**config.mk**
```make
export PLATFORM = sky130hd
export DESIGN_NAME = vga_line_loader
export DESIGN_NICKNAME = d
export VERILOG_FILES = /design/src/rtl/vga_line_loader.sv
export SDC_FILE = /design/constraint.sdc
export NUM_CORES = 1
export LEC_CHECK = 0
export ABC_AREA = 1
export CAP_MARGIN = 10
export CORE_MARGIN = 2
export CORE_UTILIZATION = 44
export DETAILED_ROUTE_END_ITERATION = 10
export PLACE_DENSITY = 0.76
export REMOVE_ABC_BUFFERS = 1
export SYNTH_ARGS = -nofsm -noshare
export SYNTH_HDL_FRONTEND = slang
export SYNTH_SLANG_ARGS = --single-unit
```
**constraint.sdc**
```tcl
create_clock -name clk -period 3.6 [get_ports clk]
set_clock_uncertainty 0.1 [all_clocks]
set_input_delay 0.54 -clock clk [delete_from_list [all_inputs] [get_ports clk]]
set_output_delay 0.54 -clock clk [all_outputs]
set_load 0.03 [all_outputs]
```
**src/rtl/vga_line_loader.sv**
```systemverilog
// +----------------------------------------------------------------------------+
// | vga_line_loader: fetches one 256-pixel row from framebuffer memory and      |
// | writes it as 64 words into the VGA line buffer.                             |
// | Revision: 1.0                                                               |
// +----------------------------------------------------------------------------+
`default_nettype none

module vga_line_loader #(
   parameter int                    ADDR_WIDTH = 16,
   parameter logic [ADDR_WIDTH-1:0] FB_BASE    = '0,
   parameter int                    ROWS       = 192
) (
   input  logic                  clk,
   input  logic                  rst_n,
   input  logic                  start,
   input  logic [7:0]            row,
   output logic                  busy,
   output logic                  done,
   output logic                  mem_req,
   output logic [ADDR_WIDTH-1:0] mem_addr,
   input  logic                  mem_ack,
   input  logic [31:0]           mem_data,
   output logic                  wr_en,
   output logic [5:0]            wr_addr,
   output logic [31:0]           wr_data
);

   localparam logic [1:0] S_IDLE  = 2'd0;
   localparam logic [1:0] S_REQ   = 2'd1;
   localparam logic [1:0] S_WRITE = 2'd2;

   logic [1:0]            r_state;
   logic [5:0]            r_idx;
   logic                  r_blank;
   logic [ADDR_WIDTH-1:0] r_rbase;

   logic                  w_blank;
   logic [ADDR_WIDTH-1:0] w_row_base;
   logic [5:0]            w_idx_next;
   logic [ADDR_WIDTH-1:0] w_next_addr;

   // Address arithmetic wraps modulo 2^ADDR_WIDTH by construction.
   assign w_blank     = (int'(row) >= ROWS);
   assign w_row_base  = FB_BASE + ADDR_WIDTH'({row, 8'h00});
   assign w_idx_next  = r_idx + 6'd1;
   assign w_next_addr = r_rbase + ADDR_WIDTH'({w_idx_next, 2'b00});

   // All outputs are flops updated on state transitions, so nothing is
   // combinationally reachable from an input.
   always_ff @(posedge clk or negedge rst_n) begin
      if (!rst_n) begin
         r_state  <= S_IDLE;
         r_idx    <= '0;
         r_blank  <= 1'b0;
         r_rbase  <= '0;
         busy     <= 1'b0;
         done     <= 1'b0;
         mem_req  <= 1'b0;
         mem_addr <= '0;
         wr_en    <= 1'b0;
         wr_addr  <= '0;
         wr_data  <= '0;
      end else begin
         done  <= 1'b0;
         wr_en <= 1'b0;
         case (r_state)
            S_IDLE: begin
               if (start) begin
                  r_idx   <= '0;
                  r_blank <= w_blank;
                  r_rbase <= w_row_base;
                  busy    <= 1'b1;
                  if (w_blank) begin
                     r_state <= S_WRITE;
                     wr_en   <= 1'b1;
                     wr_addr <= '0;
                     wr_data <= '0;
                  end else begin
                     r_state  <= S_REQ;
                     mem_req  <= 1'b1;
                     mem_addr <= w_row_base;
                  end
               end
            end
            S_REQ: begin
               if (mem_ack) begin
                  r_state <= S_WRITE;
                  mem_req <= 1'b0;
                  wr_en   <= 1'b1;
                  wr_addr <= r_idx;
                  wr_data <= mem_data;
               end
            end
            S_WRITE: begin
               if (r_idx == 6'd63) begin
                  r_state <= S_IDLE;
                  busy    <= 1'b0;
                  done    <= 1'b1;
               end else begin
                  r_idx <= w_idx_next;
                  if (r_blank) begin
                     wr_en   <= 1'b1;
                     wr_addr <= w_idx_next;
                     wr_data <= '0;
                  end else begin
                     r_state  <= S_REQ;
                     mem_req  <= 1'b1;
                     mem_addr <= w_next_addr;
                  end
               end
            end
            default: begin
               r_state <= S_IDLE;
               busy    <= 1'b0;
               mem_req <= 1'b0;
            end
         endcase
      end
   end

endmodule

`default_nettype wire

```
Yosys cells after proc, flatten, opt, wreduce, memory -nomap -nowiden
Index checks and enable logic that the tools add are counted.
- add/sub/neg operators: 2
- $lt $le $gt $ge: 1
- equality and inequality tests: 12
- multiplexer cells: 43
- bitwise gates (word level): 1
- reduce and logical (&&, ||, !) cells: 10
- operators by type and width (operator ; number):
    32-bit two-way mux ; 5
    32-bit one-hot mux with 3 select lines ; 1
    16-bit two-way mux ; 4
    6-bit two-way mux ; 7
    16-bit one-hot mux with 2 select lines ; 1
    6-bit one-hot mux with 3 select lines ; 1
    16-bit by 8-bit adder with 16-bit output ; 1
    2-bit != test (second input constant) ; 8
    1-bit two-way mux ; 14
    6-bit one-hot mux with 2 select lines ; 1
    2-bit two-way mux ; 5
    5-bit AND reduction ; 2
    1-bit one-hot mux with 3 select lines ; 3
    3-bit AND reduction ; 3
    8-bit greater-or-equal comparator (second input constant) ; 1
    6-bit by 1-bit adder with 6-bit output (second input constant) ; 1
    6-bit equality test (second input constant) ; 1
    2-bit one-hot mux with 3 select lines ; 1
    6-bit AND reduction ; 1
    3-bit != test (second input constant) ; 1
    3-bit nonzero test ; 1
    2-bit by 1-bit equality test with 1-bit output (second input constant) ; 1
    2-bit equality test (second input constant) ; 1
    2-bit zero test ; 1
    3 further kinds ; 3
- register bits after elaboration: 75
- bits of input ports: 44
- output and inout bits: 58
- word-level logic and storage cells: 80

Depth between registers and ports, before layout
Gate-level depths: netlist of the first run.
- depth in word-level cells: 5
- depth in mapped cells: 10
- depth with buffers taken out: 9

Least setup slack after synthesis of the first run
OpenSTA, ideal clock, no wires.
- path type: reg-to-reg
- from: register r_state[0]
- to: register wr_data[10]
- setup time: 126 ps
- arrival time: 1472 ps
- required time: 3374 ps
- setup slack: 1902 ps
- cell stages (with the launch flop): 11
- path buffers: 2
- path through: dfrtp_1 -> inv_1 -> ha_1 -> buf_2 -> nand2_1 -> nand2_1 -> nor2_2 -> nand3_4 -> buf_6 -> nand2_1 -> o21ai_0
- longest elaborated chain between the ends: 3
- elaborated cells on any way between the ends: 11
- those cells by class: eq/ne (7); mux (1); reduce/logical (3)
- RTL lines (item ; line ; text):
    start, declared ; 32 ; logic [1:0] r_state;
    start signal, assigned ; 52 ; r_state <= S_IDLE;
    start signal, assigned ; 74 ; r_state <= S_WRITE;
    start signal, assigned ; 79 ; r_state <= S_REQ;
    2-bit equality test, or another cell as far along ; 66 ; case (r_state)
    2-bit != test (no source line) or 3-bit nonzero test (tied branches) ; - ;
    6-bit AND reduction (no source line) ; - ;
    end signal, assigned ; 91 ; wr_data <= mem_data;
    end, declared ; 25 ; output logic [31:0] wr_data
Several ways; a longest one is shown, not always the timed one.
A chain may end at the register's enable or synchronous reset.

Worst setup path in the final report of the first run
- from: register r_state[0]
- to: register mem_addr[15]
- longest elaborated chain between the ends: 3
- elaborated cells on any way between the ends: 9
- those cells by class: eq/ne (5); mux (1); reduce/logical (3)
- RTL lines (item ; line ; text):
    2-bit equality test or 2-bit zero test (tied branches) ; 66 ;
    2-bit != test (no source line) or 2-bit nonzero test (tied branches) ; - ;
    5-bit AND reduction (no source line) ; - ;
    end signal, assigned ; 81 ; mem_addr <= w_row_base;
    end signal, assigned ; 108 ; mem_addr <= w_next_addr;
    end, declared ; 20 ; output logic [ADDR_WIDTH-1:0] mem_addr,
Several ways; a longest one is shown, not always the timed one.

==> qor.txt, run 1 <==
Overall die width = 90.5 µm
Startpoint kind of the worst setup timing path = flop
Critical path class = reg -> reg
Run status = finished clean
Synth-to-Final Area Change = 36.7%
Worst path arrival time = 2.89 ns
Initial antenna violation count = 0
Met2 Routed Length = 3240 µm
Die outline area = 8180 µm²
Relative slew slack = 40.9%
Share of the clock period used by the worst path after layout = 75.6%
Data required, critical path = 3.77 ns
Sum of buffers and inverters on the critical path = 2
Worst slack after detailed placement = 0.882 ns
Setup Viol. Count Final = 0
Max VDD drop = 0.000431 V
Yosys top cell area share = 55.5%
Number of global-route vias before repair = 2753
Cell chosen for the clock root = clkbuf_8
Biggest cell delay along the critical path = 0.74 ns
CTS Sinks = 73
Max Root-Sink Buffers = 2
Number of failing hold endpoints at the final stage = 0
Number of cell instances on the worst register-to-register path = 8
Drt via density = 4.84
# port buffers = 99
Measured slew at the worst slew-check pin = 0.886 ns
Via count of the routed design = 2854
Effective utilization at floorplan = 45.4%
Die boundary height = 90.5 µm
GRT Resource Usage Total = 19.5%
Net count, final = 535
Cell area power density = 757 nW/µm²
Maximum number of pins on one net before global-route repair = 41
Total of fill cells in the finished design = 611
Leading area contributor after synthesis = dfrtp_1
Synth top area cells = dfrtp_1, nand2_1, o21ai_0, inv_1, buf_6
Worst setup slack after layout = 0.877 ns
DRT met1 WL = 3670 µm
Post-route DRC violation count = 0
Leakage power summed over all cells = 2.10 nW
F_max = 367 MHz
Deepest level of the CTS H-tree = 3
Global-route congestion overflow total = 0
Setup crit end kind = flop
First-pass GRT wire length = 13000 µm
# resized after CTS = 0
Post-synthesis instance area = 3290 µm²
Setup repair after global routing missed its margin = no
Highest signal layer in the routed design = met4
Share of layout cells above drive strength 1 = 5.30%
TNS Setup = 0 ns
Clock latency at the later pin of the worst-skew pair = 0.34 ns
Pins over their slew limit = 0
Final total power = 3.41 mW
Diode count = 0
Cell family contributing the most delay on the critical path = adder cells
Total length of routed wires = 7570 µm
Worst hold margin = 0.195 ns
Clock transition at path regs = 0.08 ns
CP max stage cell = ha_1
Placeable core region = 7250 µm²
Total of hold buffers inserted after clock tree synthesis = 0
Clock buffers created by TritonCTS = 9
Buffer count from post-CTS setup fixing = 0
Max_cap viols = 0
Critical path, cell by cell = inv_1 -> ha_1 -> nor2_1 -> a21oi_1 -> nand3_1 -> inv_1 -> nand2_1 -> nand2_1
Placement row count = 31
Synthesized flop and latch total = 73
Number of instances in the synthesized netlist = 391
Routed Antenna Nets = 0
Iteration count of the initial detailed-routing pass = 5
Final Critical Period = 2.72 ns
Worst R2R End = mem_addr[15]$_DFFE_PN0P_
Reg2Reg Launch Point = r_state[0]$_DFFE_PN0P_
Number of distinct library cell variants in the gate-level netlist after synthesis = 21
Portion of the post-synthesis area used by sequential elements = 55.5%
Wirelength per Cell = 12.8 µm
Met3 WL = 576 µm
Dpl hpwl = 5400 µm
Largest driver fanout on the critical path = 27
Number of warning messages in the yosys log = 0
Violation count after the first detailed-route iteration = 160
Mapped Avg Cell Area = 8.41 µm²
Worst reg2reg setup slack = 0.88 ns
Final GP Congestion = 0.816
Path length in cells of the critical path = 8
CTS tree = built
Top Ports = 102
Type of the worst min-delay path = in -> async
-- routing by layer --
layer	vias to the layer above	GRT usage, %
met3	9	4.76
met1	1301	27.7
met4	0	6.54
li1	1418	-
met2	126	29.4
met5	-	0
-- worst max path at each step --
stage,startpoint,endpoint,slack [ns]
6_report,r_state[0]$_DFFE_PN0P_,mem_addr[15]$_DFFE_PN0P_,0.88
5_1_grt,r_state[0]$_DFFE_PN0P_,mem_addr[4]$_DFFE_PN0P_,0.59
4_1_cts,r_state[0]$_DFFE_PN0P_,mem_addr[15]$_DFFE_PN0P_,0.87
3_5_place_dp,r_state[0]$_DFFE_PN0P_,mem_addr[15]$_DFFE_PN0P_,0.88
3_3_place_gp,r_state[0]$_DFFE_PN0P_,mem_addr[5]$_DFFE_PN0P_,0.94
2_1_floorplan,r_state[1]$_DFFE_PN0P_,wr_addr[0]$_DFFE_PN0P_,1.12
-- area by class of cell --
class / instances / area [µm²] / area share, %
well taps: 99 / 124 / 2.75
clock inverters: 5 / 55.1 / 1.22
clock buffers: 11 / 141 / 3.14
repair buffers: 103 / 1030 / 22.9
flip-flops and latches: 73 / 1830 / 40.6
multi-input cells: 270 / 1210 / 27.0
inverters: 29 / 109 / 2.42
-- cells in the final DEF, fill, tap and decap left out --
cell and count:
clkinvlp_4 2, a31oi_1 1, clkbuf_8 10, nand3_4 2
nor2_4 1, nor2_1 5, a21oi_1 3, clkdlybuf4s50_1 98
o21bai_1 2, inv_1 29, buf_2 1, clkinv_2 2
bufinv_16 1, ha_1 5, dfrtp_1 73, nand2_2 1
o211ai_1 1, buf_4 3, buf_12 1, nand2_1 168
o21ai_0 65, clkbuf_1 1, nand3_1 8, conb_1 2
nor2_2 2, o21ai_1 4
-- metrics by stage --
stage	cell area, µm²	util, %	cells
2_1_floorplan	3150	-	372
3_3_place_gp	4300	59.3	574
3_5_place_dp	4300	59.3	574
4_1_cts	4500	62.0	590
5_1_grt	4500	62.0	590
6_report	4500	62.0	590
-- Yosys cell counts --
library cell,instances
nand2_1,168
dfrtp_1,73
o21ai_0,65
inv_1,29
nand3_1,8
buf_6,6
buf_4,5
clkbuf_1,5
ha_1,5
nor2_1,5
buf_2,4
o21ai_1,4
a21oi_1,3
nand3_4,2
nor2_2,2
o21bai_1,2
a31oi_1,1
conb_1,1
nand2_2,1
nor2_4,1
o211ai_1,1
-- where the power goes --
| part | internal [mW] | switching, mW | total [mW] | leakage (nW) |
|---|---|---|---|---|
| sequential | 1.05 | 0.138 | 1.19 | 0.970 |
| combinational | 0.549 | 1.04 | 1.59 | 1.03 |
| clock | 0.337 | 0.291 | 0.627 | 0.0953 |
-- registers in the layout, indices dropped and copies added (netlist names) --
name      cells
r_idx         6
r_state       2
r_rbase       8
mem_addr     14
busy          1
wr_addr       6
r_blank       1
done          1
mem_req       1
wr_en         1
wr_data      32
-- cells by family after synthesis --
logic type	after synthesis	synth area share (%)
simple gates	187	22.9
compound gates	76	11.8
flops	73	55.5
buf+inv	49	7.68
fa+ha+maj	5	1.90
other cells	1	0.114
No activity file was read; power rests on OpenSTA's default activity.
==> run 2: changes to the inputs <==
Settings changed: CORE_UTILIZATION 44 to 42.
Clock period 3.6 ns to 2.4 ns, I/O delays scaled along.
==> qor.txt, run 2 (synthesis results as in run 1) <==
Run status = finished clean
Overall die width = 92.5 µm
Die outline area = 8560 µm²
Setup repair after global routing missed its margin = no
Flip-flop count of the largest register after layout = 32
Final total power = 5.04 mW
Most frequent standard cell in the layout excluding fill and tap cells = nand2_1
Via count of the routed design = 2803
Setup crit end kind = flop
Initial antenna violation count = 0
Final Critical Period = 2.02 ns
Global-route congestion overflow total = 0
Total length of routed wires = 7720 µm
Clock buffers created by TritonCTS = 9
Effective utilization at floorplan = 43.0%
Crit-path most repeated cell = buf_4
Data required, critical path = 2.55 ns
Diode count = 0
F_max = 496 MHz
Number of failing hold endpoints at the final stage = 0
Worst slack after detailed placement = 0.391 ns
Grt met1 use = 26.4%
Max_cap viols = 0
Dpl hpwl = 5480 µm
Drt via density = 4.70
Global Route met3 Usage = 7.08%
Cell area power density = 1120 nW/µm²
Number of global-route vias before repair = 2730
Final GP Congestion = 0.820
First-pass GRT wire length = 12900 µm
Biggest cell delay along the critical path = 0.43 ns
Max VDD drop = 0.000733 V
Placement row count = 32
Critical path class = reg -> reg
CTS Sinks = 73
Routed Antenna Nets = 0
Worst path arrival time = 2.16 ns
Clock latency at the later pin of the worst-skew pair = 0.34 ns
Die boundary height = 92.5 µm
Final Instance Count excl. Fillers = 597
Max Root-Sink Buffers = 2
Deepest level of the CTS H-tree = 3
CTS tree = built
Cell family contributing the most delay on the critical path = buffers and inverters
Largest driver fanout on the critical path = 17
Synth-to-Final Area Change = 37.0%
Largest registers in the final layout = wr_data x32, mem_addr x14, r_rbase x8
Violation count after the first detailed-route iteration = 141
Most frequent cells in the layout = nand2_1, clkdlybuf4s50_1, dfrtp_1
Critical path, cell by cell = inv_1 -> ha_1 -> buf_4 -> nor2_1 -> a21oi_1 -> nand3_1 -> buf_4 -> o21ai_0
Maximum number of pins on one net before global-route repair = 74
Startpoint kind of the worst setup timing path = flop
Sum of buffers and inverters on the critical path = 3
Post-route DRC violation count = 0
Share of the clock period used by the worst path after layout = 84.0%
Clock transition at path regs = 0.07 ns
# port buffers = 99
Setup Viol. Count Final = 0
Type of the worst min-delay path = reg -> reg
GRT Resource Usage Total = 19.0%
Placed Cells incl. Taps = 581
Cell chosen for the clock root = clkbuf_8
Reg with most FFs = wr_data
Share of layout cells above drive strength 1 = 5.66%
Wirelength per Cell = 12.9 µm
Worst setup slack after layout = 0.384 ns
Total of fill cells in the finished design = 664
Iteration count of the initial detailed-routing pass = 4
Met2 usage = 28.0%
Leakage power summed over all cells = 2.11 nW
CP max stage cell = dfrtp_1
Net count, final = 540
Placeable core region = 7650 µm²
Most used routing layer in global routing = met2
Pins over their slew limit = 0
Buffer count from post-CTS setup fixing = 0
Top Ports = 102
## run 2: cell types whose count changed in the layout (fill, tap and decap cells not counted), sizes merged
cell | previous run | this run
buf | 5 | 9
clkbuf | 11 | 12
dlygate4sd3 | 0 | 1
bufinv | 1 | 0
clkinvlp | 2 | 1
## run 2: power by group
part	total (mW)	internal (mW)	switching, mW
sequential	1.77	1.57	0.200
clock	0.816	0.395	0.421
combinational	2.45	0.870	1.58
## run 2: area by class of cell
type	instances	area, µm²	area share, %
multi-input combinational	270	1210	26.9
sequential	73	1830	40.5
clock buffer	12	145	3.22
tap	102	128	2.83
clock inverter	3	17.5	0.389
inverter	29	109	2.41
timing repair buffer	108	1070	23.7
## run 2: worst paths after layout
kind	start	endpoint	slack, ns	cells past startpoint
max in group asynchronous	rst_n	r_state[1]$_DFFE_PN0P_	1.40	3
worst min register to register	wr_addr[4]$_DFFE_PN0P_	wr_addr[4]$_DFFE_PN0P_	0.38	2
worst min-delay path	wr_addr[4]$_DFFE_PN0P_	wr_addr[4]$_DFFE_PN0P_	0.38	2
worst max register to register	r_state[0]$_DFFE_PN0P_	mem_addr[3]$_DFFE_PN0P_	0.38	8
min in group asynchronous	rst_n	wr_data[15]$_DFFE_PN0P_	0.48	3
worst max-delay path	r_state[0]$_DFFE_PN0P_	mem_addr[3]$_DFFE_PN0P_	0.38	8
## run 2: what timing repair did
item	in CTS	in global routing
setup endpoints to repair	0	0
hold buffers	1	0
endpoints found under the hold margin	73	0
gates resized for setup	0	0
## run 2: worst reg2reg max path: cells and delay by family (launching register included)
| kind | cells | cell delay (ns) |
|---|---|---|
| buffers and inverters | 3 | 0.54 |
| DFF | 1 | 0.43 |
| AOI/OAI and AO/OA | 2 | 0.36 |
| and+or+nand+nor | 2 | 0.27 |
| adders and majority gates | 1 | 0.23 |
## run 2: per-layer routing
metal / wire length [µm] / share of wire (%)
met1: 3770 / 49
met2: 3260 / 42
met3: 616 / 8.0
met4: 70 / 0.91
met5: 0 / 0
## run 2: per-stage QoR
step                      area (µm²)  utilization, %  hold slack [ns]  setup TNS, ns
after floorplan                 3150               -          -0.0356         -0.480
after global placement          4340            56.7            0.320              0
after detailed placement        4340            56.7            0.322              0
after CTS                       4510            58.9            0.384              0
after global routing            4510            58.9            0.410              0
final                           4510            58.9            0.381              0
==> run 3: changes to the inputs <==
Clock period 2.4 ns to 1.8 ns, I/O delays scaled along.
==> qor.txt, run 3 (synthesis results as in run 1) <==
Iteration count of the initial detailed-routing pass = 4
Data required, critical path = 1.91 ns
Clock transition at path regs = 0.08 ns
Post-route DRC violation count = 0
Largest driver fanout on the critical path = 10
Largest registers in the final layout = wr_data x32, mem_addr x14, r_rbase x8
Most frequent cells in the layout = nand2_1, clkdlybuf4s50_1, dfrtp_1
TNS Setup = 0 ns
Critical path class = reg -> reg
Deepest level of the CTS H-tree = 3
GRT Resource Usage Total = 18.3%
Final total power = 8.12 mW
Global-route congestion overflow total = 0
Synth-to-Final Area Change = 51.1%
Violation count after the first detailed-route iteration = 139
Type of the worst min-delay path = in -> reg
Overall die width = 92.5 µm
Via count of the routed design = 3010
Leakage power summed over all cells = 2.60 nW
Diode count = 0
Effective utilization at floorplan = 43.0%
Routed Antenna Nets = 0
Die outline area = 8560 µm²
Max VDD drop = 0.00101 V
Max_cap viols = 0
Top Ports = 102
Number of failing hold endpoints at the final stage = 0
Reg with most FFs = wr_data
Share of the clock period used by the worst path after layout = 99.5%
Run status = finished clean
Net count, final = 561
# port buffers = 99
Worst slack after detailed placement = -0.0178 ns
Dpl hpwl = 5290 µm
Final Instance Count excl. Fillers = 619
Share of layout cells above drive strength 1 = 13.3%
CTS tree = built
Worst path arrival time = 1.90 ns
Clock buffers created by TritonCTS = 9
CTS Sinks = 73
First-pass GRT wire length = 12500 µm
F_max = 558 MHz
Wirelength per Cell = 13.5 µm
Cell area power density = 1630 nW/µm²
Worst setup slack after layout = 0.00842 ns
Max Root-Sink Buffers = 2
Startpoint kind of the worst setup timing path = flop
Placeable core region = 7650 µm²
Total of fill cells in the finished design = 594
Pins over their slew limit = 0
Drt via density = 4.86
Final GP Congestion = 0.865
Flip-flop count of the largest register after layout = 32
Placement row count = 32
Setup crit end kind = flop
Final Critical Period = 1.79 ns
Die boundary height = 92.5 µm
Most frequent standard cell in the layout excluding fill and tap cells = nand2_1
Initial antenna violation count = 0
Area used by multi-input combinational logic = 1300 µm²
Maximum number of pins on one net before global-route repair = 74
Placed Cells incl. Taps = 587
Sequential cell area in the final layout = 1830 µm²
Cell chosen for the clock root = clkbuf_8
Total length of routed wires = 8350 µm
Setup Viol. Count Final = 0
Clock latency at the later pin of the worst-skew pair = 0.34 ns
Number of global-route vias before repair = 2745
[run 3: cell count changes in the layout (fill, tap and decap cells not counted), moves of 5 or more]
cell,delta
inv_1,-7
dlymetal6s2s_1,+19
buf_4,+9
o21ai_0,-16
o21ai_1,+14
ha_1,-5
inv_2,+7
clkdlybuf4s50_1,-19
[run 3: layout make-up]
cell class                 count  share of cell area [%]
tap                          102                    2.57
multi-input combinational    271                    26.1
clock buffer                  12                    2.92
sequential                    73                    36.7
clock inverter                 4                    1.54
inverter                      29                    2.19
timing repair buffer         128                    27.9
[run 3: power breakdown]
group          leakage (nW)  switching (mW)  internal, mW
clock network         0.107           0.585         0.822
logic                  1.52            2.48          1.87
registers             0.970           0.259          2.10
total                  2.60            3.33          4.79
[run 3: worst paths after layout]
| kind | cells after the start | to | startpoint | slack, ns |
|---|---|---|---|---|
| max in group asynchronous | 3 | mem_addr[3]$_DFFE_PN0P_ | rst_n | 0.90 |
| max | 9 | wr_data[4]$_DFFE_PN0P_ | r_state[1]$_DFFE_PN0P_ | 0.008 |
| min reg2reg | 2 | wr_addr[3]$_DFFE_PN0P_ | wr_addr[3]$_DFFE_PN0P_ | 0.38 |
| min in group asynchronous | 3 | wr_data[11]$_DFFE_PN0P_ | rst_n | 0.39 |
| max reg2reg | 9 | wr_data[4]$_DFFE_PN0P_ | r_state[1]$_DFFE_PN0P_ | 0.008 |
| min | 3 | wr_data[18]$_DFFE_PN0P_ | mem_data[18] | 0.38 |
[run 3: timing repair]
item / 4_1_cts / 5_1_grt
endpoints found under the setup margin: 13 / 79
gates cloned: 0 / 7
endpoints found under the hold margin: 73 / 0
hold buffers: 1 / 0
buffers inserted: 0 / 8
resized for setup: 1 / 60
pin swaps: 0 / 2
[run 3: critical path, cell delays in order (launching register included)]
cell and delay (ns):
dfrtp_1 0.40, buf_6 0.14, ha_4 0.17, nand2_1 0.08, nand2_2 0.06, nor2_4 0.15, nand3_4 0.19, clkbuf_16 0.22
nand2_1 0.06, o21ai_0 0.10
[run 3: metrics by stage]
stage,hold WS [ns],cell area [µm²],utilization [%]
floorplan,-0.126,3150,-
global placement,0.231,4420,57.8
detailed placement,0.234,4420,57.8
CTS,0.375,4650,60.8
global route,0.386,4970,65.0
finish,0.379,4970,65.0
[run 3: layer usage]
layer / part of all wire, % / GRT usage [%]
met1: 46 / 24.1
met2: 45 / 28.0
met3: 8.2 / 6.83
met4: 1.2 / 6.34
met5: 0 / 0
